<file path="src/rtl/cp0_register_file_pkg.sv">
// Shared CP0 constants: register numbers, field positions, implemented-bit masks.
package cp0_register_file_pkg;

  localparam int unsigned DATA_W = 32;
  localparam int unsigned ADDR_W = 5;
  localparam int unsigned INT_W  = 6;

  localparam logic [ADDR_W-1:0] REG_SR    = 5'd12;
  localparam logic [ADDR_W-1:0] REG_CAUSE = 5'd13;
  localparam logic [ADDR_W-1:0] REG_EPC   = 5'd14;
  localparam logic [ADDR_W-1:0] REG_PRID  = 5'd15;

  localparam int unsigned SR_IE_BIT    = 0;
  localparam int unsigned SR_EXL_BIT   = 1;
  localparam int unsigned SR_IM_LO     = 10;
  localparam int unsigned CAUSE_EXC_LO = 2;
  localparam int unsigned CAUSE_IP_LO  = 10;
  localparam int unsigned CAUSE_IP_HI  = 15;
  localparam int unsigned CAUSE_BD_BIT = 31;

  // Bits that software writes can actually set; IP is owned by hardware.
  localparam logic [DATA_W-1:0] SR_MASK =
    (32'h0000_003F << SR_IM_LO) | (32'd1 << SR_EXL_BIT) | (32'd1 << SR_IE_BIT);
  localparam logic [DATA_W-1:0] CAUSE_WR_MASK =
    (32'd1 << CAUSE_BD_BIT) | (32'h0000_001F << CAUSE_EXC_LO);
  localparam logic [DATA_W-1:0] EPC_MASK = 32'hFFFF_FFFC;

  typedef struct packed {
    logic [DATA_W-1:0] sr;
    logic [DATA_W-1:0] cause;
    logic [DATA_W-1:0] epc;
  } cp0_regs_t;

endpackage

</file>
<file path="src/rtl/cp0_register_file_int_synchronizer.sv">
// Two-flop synchronizer for asynchronous interrupt lines.
module int_synchronizer #(
  parameter int unsigned WIDTH = 6
) (
  input  logic             clk,
  input  logic             reset,
  input  logic [WIDTH-1:0] din,
  output logic [WIDTH-1:0] dout
);

  logic [WIDTH-1:0] meta;
  logic [WIDTH-1:0] sync;

  always_ff @(posedge clk) begin
    if (reset) begin
      meta <= '0;
      sync <= '0;
    end else begin
      meta <= din;
      sync <= meta;
    end
  end

  assign dout = sync;

endmodule

</file>
<file path="src/rtl/cp0_register_file.sv">
// CP0 SR/Cause/EPC register bank with synchronized interrupt pending bits and mfc0 read mux.
module cp0_register_file
  import cp0_register_file_pkg::*;
#(
  parameter logic [31:0] PRID = 32'h0000_5234
) (
  input  logic              clk,
  input  logic              reset,
  input  logic [INT_W-1:0]  hw_int,
  input  logic [DATA_W-1:0] new_SR,
  input  logic              SR_enable,
  input  logic [DATA_W-1:0] new_Cause,
  input  logic              Cause_enable,
  input  logic [DATA_W-1:0] new_EPC,
  input  logic              EPC_enable,
  input  logic [ADDR_W-1:0] read_addr,
  output logic [DATA_W-1:0] read_data,
  output logic [DATA_W-1:0] current_SR,
  output logic [DATA_W-1:0] current_Cause,
  output logic [DATA_W-1:0] current_EPC,
  output logic [INT_W-1:0]  interrupt_request
);

  cp0_regs_t        regs;
  logic [INT_W-1:0] ip;

  // The synchronizer's second stage is the IP field storage itself.
  int_synchronizer #(.WIDTH(INT_W)) u_int_sync (
    .clk  (clk),
    .reset(reset),
    .din  (hw_int),
    .dout (ip)
  );

  always_ff @(posedge clk) begin
    if (reset) begin
      regs <= '0;
    end else begin
      if (SR_enable)    regs.sr    <= new_SR & SR_MASK;
      if (Cause_enable) regs.cause <= new_Cause & CAUSE_WR_MASK;
      if (EPC_enable)   regs.epc   <= new_EPC & EPC_MASK;
    end
  end

  assign current_SR        = regs.sr;
  assign current_Cause     = regs.cause | (DATA_W'(ip) << CAUSE_IP_LO);
  assign current_EPC       = regs.epc;
  assign interrupt_request = current_Cause[CAUSE_IP_HI:CAUSE_IP_LO];

  // mfc0 read: no bypass, so a same-cycle write is not visible yet.
  always_comb begin
    read_data = '0;
    case (read_addr)
      REG_SR:    read_data = current_SR;
      REG_CAUSE: read_data = current_Cause;
      REG_EPC:   read_data = current_EPC;
      REG_PRID:  read_data = PRID;
      default:   read_data = '0;
    endcase
  end

endmodule

</file>
<file path="config.mk">
export PLATFORM = sky130hd
export DESIGN_NAME = cp0_register_file
export DESIGN_NICKNAME = d
export VERILOG_FILES = /design/src/rtl/cp0_register_file_pkg.sv /design/src/rtl/cp0_register_file_int_synchronizer.sv /design/src/rtl/cp0_register_file.sv
export SDC_FILE = /design/constraint.sdc
export NUM_CORES = 1
export LEC_CHECK = 0
export ABC_AREA = 1
export CAP_MARGIN = 0
export CORE_AREA = 4 4 101 103
export CTS_CLUSTER_SIZE = 10
export DETAILED_ROUTE_END_ITERATION = 8
export DIE_AREA = 0 0 105 107
export GPL_ROUTABILITY_DRIVEN = 1
export HOLD_SLACK_MARGIN = 0.02
export PLACE_DENSITY = 0.74
export SYNTH_ARGS = -nofsm -noshare
export SYNTH_HDL_FRONTEND = slang
export SYNTH_SLANG_ARGS = --single-unit
</file>
<file path="constraint.sdc">
create_clock -name clk -period 1.4 [get_ports clk]
set_input_delay 0.28 -clock clk [delete_from_list [all_inputs] [get_ports clk]]
set_output_delay 0.28 -clock clk [all_outputs]
set_load 0.005 [all_outputs]
</file>
Yosys cells after proc, flatten, opt, wreduce, memory -nomap -nowiden
Cells that the tools add are included.
{"block": "op_classes", "muxes": 1, "n_eq_ne": 4, "bitwise": 1}
{"operator": "$pmux W32 S4", "n": 1}
{"operator": "$or A32 B16 Y32", "n": 1}
{"operator": "$eq A5 B4 Y1 const B", "n": 4}
{"block": "word_totals", "elab_cells": 11, "reg_bits": 56}

Logic depth before layout (Yosys ltp)
Gate-level depths: netlist of the first run.
{"block": "depth", "depth_word": 2, "mapped_depth": 5}

Hierarchy
From an unflattened synthesis of the first run, not the netlist that was laid out.
{"block": "hier_totals", "cells_unflattened": 360, "hier_area_um2": 2740.1}
{"module": "cp0_register_file", "cells_per_inst": 323, "n_inst": 1, "area_per_inst_um2": 2398.6, "seq_area_each_um2": 880.8}
{"module": "int_synchronizer", "cells_per_inst": 37, "n_inst": 1, "area_per_inst_um2": 341.6, "seq_area_each_um2": 240.2}

Least setup slack after synthesis of the first run
Ideal clock, no wire load.
{"block": "synth_path", "kind": "input -> output", "from": "input port read_addr[3]", "to": "output port read_data[16]", "setup_slack_ps": 228, "required_ps": 1120, "path_stages": 5, "n_path_buf": 1, "t_arrival_ps": 892, "cell_sequence": "nand2_2 nor2_4 nand2_4 buf_6 nor2_1"}
{"block": "synth_via", "elab_chain_cells": 2, "elab_cells_between_ends": 5, "cone_classes": "4 x eq/ne; 1 x mux"}
{"element": "from (decl)", "line_no": "cp0_register_file.sv:16", "text": "input logic [ADDR_W-1:0] read_addr,"}
{"element": "$eq A5 B4 Y1", "line_no": "cp0_register_file.sv:53", "text": "case (read_addr)"}
{"element": "$pmux W32 S4 *", "line_no": "cp0_register_file.sv:53"}
{"element": "to (decl)", "line_no": "cp0_register_file.sv:17", "text": "output logic [DATA_W-1:0] read_data,"}
Mark *: on every way between the ends. The rest lies on a longest branch, timed or not.

Final worst setup path of the first run
{"block": "layout_path", "from": "input port read_addr[1]", "to": "output port read_data[5]"}
Same word-level chain as after synthesis.

==> flow_summary.yaml, run 1 <==
global_routing:
  grt_pass1_vias: 3052
  grt_max_degree: 57
  grt_pass1_wl_um: 15700
  grt_overflow: 0
  grtUsageTotal_pct: 17.4
  antenna_found_initial: 0
clock_tree:
  clk_latency_ps: 320
  cts_made_buffers: 5
  cts_buffer_depth: 2
  ctsHoldBuffers: 0
  cts_tree: "done"
  cts_root_buf: "clkbuf_8"
  htree_levels: 2
  clock_sinks: 56
  clk_pin_slew_ps: 120
synth:
  ys_ff_latch: 56
  syn_inst: 359
  yosysWarnings: 0
  synth_area_um2: 2720
  yosysSeqAreaShare_pct: 41.3
  synth_cell_types: 21
  yosysTopAreaCellShare_pct: 41.3
  synth-edff-count: 0
  yosys.area.top_type: "dfxtp_1"
  ys_top_cells_by_count: "56 x dfxtp_1, 56 x nand2_1, 54 x buf_4"
  synth.area.top_cells: "dfxtp_1 41%, buf_4 15%, nand2_1 7.7%, nand3_1 7.0%, nor2_1 6.9%"
  ys.flop_type: "dfxtp_1"
  syn_avg_cell_area_um2: 7.57
  async_flop_share_pct: 0
outcome:
  violations: "setup timing"
  status: "complete, but fails checks"
sta:
  hold_violations: 0
  setup_ws_ps: -70.9
  grt_setup_unrepaired: "true"
  setup_violations: 24
  finalCritPeriodShare_pct: 105
  fin_skew_ps: 0.768
  drv_slew: 0
  tns_ps: -899
  fmax_mhz: 680
  fin_crit_ps: 1470
  whs_ps: 406
finish:
  fillers: 830
  drive_above_1_share_pct: 38.4
  finalInstanceArea_um2: 4930
  area_growth_pct: 81.4
  nets: 665
  antennaDiodeCount: 0
  fin_cells: 665
power_and_ir_drop:
  vdd_ir_drop_max_mv: 0.431
  combPwrFrac_pct: 23.8
  seqPwrFrac_pct: 48.7
  power_switching_share_pct: 29.5
  p_int_uw: 2530
  p_clk_share_pct: 27.5
  switchingPower_uw: 1060
  powerDensity_nw_per_um2: 728
  p_leak_uw: 0.00241
setup_path:
  cp-end-kind: "primary output"
  critical_path.startpoint_type: "input port"
  path_class: "in -> out"
  critPathArrivalTime_ps: 1190
  regToRegSetupSlack_ps: 610
  critical_path_required_ps: 1120
  crit_fanout: 5
placement:
  placedCellCount: 613
  place_hpwl_um: 6610
  dpl_cell_area_um2: 4200
  gp_congestion: 0.776
  io_buffers: 147
detailed_routing:
  drt_iter0_markers: 116
  routed_via_density: 4.48
  antenna_left: 0
  avgRoutedWirePerCell_um: 15.7
  drcViolationCount: 0
  wirelength_um: 10500
  num_vias: 2977
  firstDrtPassIters: 4
flow_run:
  maxCapViolCount: 0
worst_hold_path:
  min_path_type: "reg -> reg"
die:
  dieArea_um2: 11200
  fp.dieH_um: 107
  start_util_pct: 29.6
  coreArea_um2: 9200
  num_rows: 35
  pin_count: 246
  die_x_um: 105
-- routing by layer --
metal | share of wire, % | up-vias | track usage [%]
li1 | - | 1427 | -
met2 | 52 | 123 | 32.3
met3 | 6.5 | 15 | 3.91
met1 | 40 | 1412 | 20.3
met4 | 1.4 | 0 | 3.94
met5 | 0 | - | 0
-- logic make-up (layout without fill, tap and decap cells) --
family | count (synthesis) | count (layout) | synth area share (%)
other cells | 1 | 46 | 0.138
simple gates | 150 | 151 | 23.8
buf+inv | 106 | 255 | 24.1
flops | 56 | 56 | 41.3
compound gates | 46 | 46 | 10.8
-- cells in the final DEF, fill, tap and decap left out, types with 6 or more instances in the layout --
cell type	instances
dlygate4sd2_1	56
nand2_1	54
clkdlybuf4s50_1	53
conb_1	46
dfxtp_2	40
buf_4	38
inv_1	34
nor2_1	33
buf_2	31
nand3_2	27
a21oi_1	25
buf_6	18
a211oi_1	17
dfxtp_1	14
nor2_4	11
nor2_2	10
buf_12	10
nand3_1	6
-- per-stage QoR --
stage | power [uW] | setup slack [ps] | util, %
2_1_floorplan | 2130 | 228 | -
3_3_place_gp | 2490 | -765 | 45.7
3_5_place_dp | 2510 | -803 | 45.7
4_1_cts | 3630 | -136 | 52.7
5_1_grt | 3760 | -136 | 53.6
6_report | 3590 | -70.9 | 53.6
-- what timing repair did --
action / CTS / global route
cloned: 5 / 0
resized for setup: 319 / 33
buffers inserted: 42 / 4
setup endpoints to repair: 88 / 31
hold endpoints to repair: 0 / 0
pin swaps: 30 / 17
-- critical path, cell delays in order --
cell     delay, ps
buf_8          100
buf_6          110
nor2_4         200
buf_6          190
nand3_2        100
nand3_2         90
buf_2          120
-- final timing paths --
kind | start | to | cells past startpoint
worst min-delay path | u_int_sync.meta[0] | u_int_sync.dout[0] | 2
worst max register to register | current_EPC[18] | current_EPC[18] | 3
worst min register to register | u_int_sync.meta[0] | u_int_sync.dout[0] | 2
worst max-delay path | read_addr[1] | read_data[5] | 7
-- final cells by class --
cell class / count / area, um^2 / area share [%]
clock inverters: 3 / 28.8 / 0.584
repair buffers: 210 / 1920 / 39.0
inverters: 37 / 141 / 2.87
flip-flops and latches: 56 / 1180 / 23.9
well taps: 111 / 139 / 2.82
clock buffers: 5 / 68.8 / 1.40
multi-input cells: 243 / 1450 / 29.4
-- sequential cells by signal, indices dropped and copies added, names as in the netlist --
register and count:
current_SR 8, u_int_sync.dout 6, regs 6, current_EPC 30, u_int_sync.meta 6
-- power groups by stage --
stage | Sequential, uW | Clock (uW) | Combinational [uW]
floorplan | 1780 | 0 | 345
global route | 1760 | 1070 | 921
CTS | 1750 | 1030 | 853
finish | 1750 | 987 | 853
global placement | 1780 | 0 | 716
detailed placement | 1780 | 0 | 724
(Power assumes the default switching activity.)
==> inputs of run 2 (changes only) <==
Settings changed: GPL_ROUTABILITY_DRIVEN 1 to 0.
==> results of run 2 <==
Final layout, timing and power as in run 1 (identical DEF).
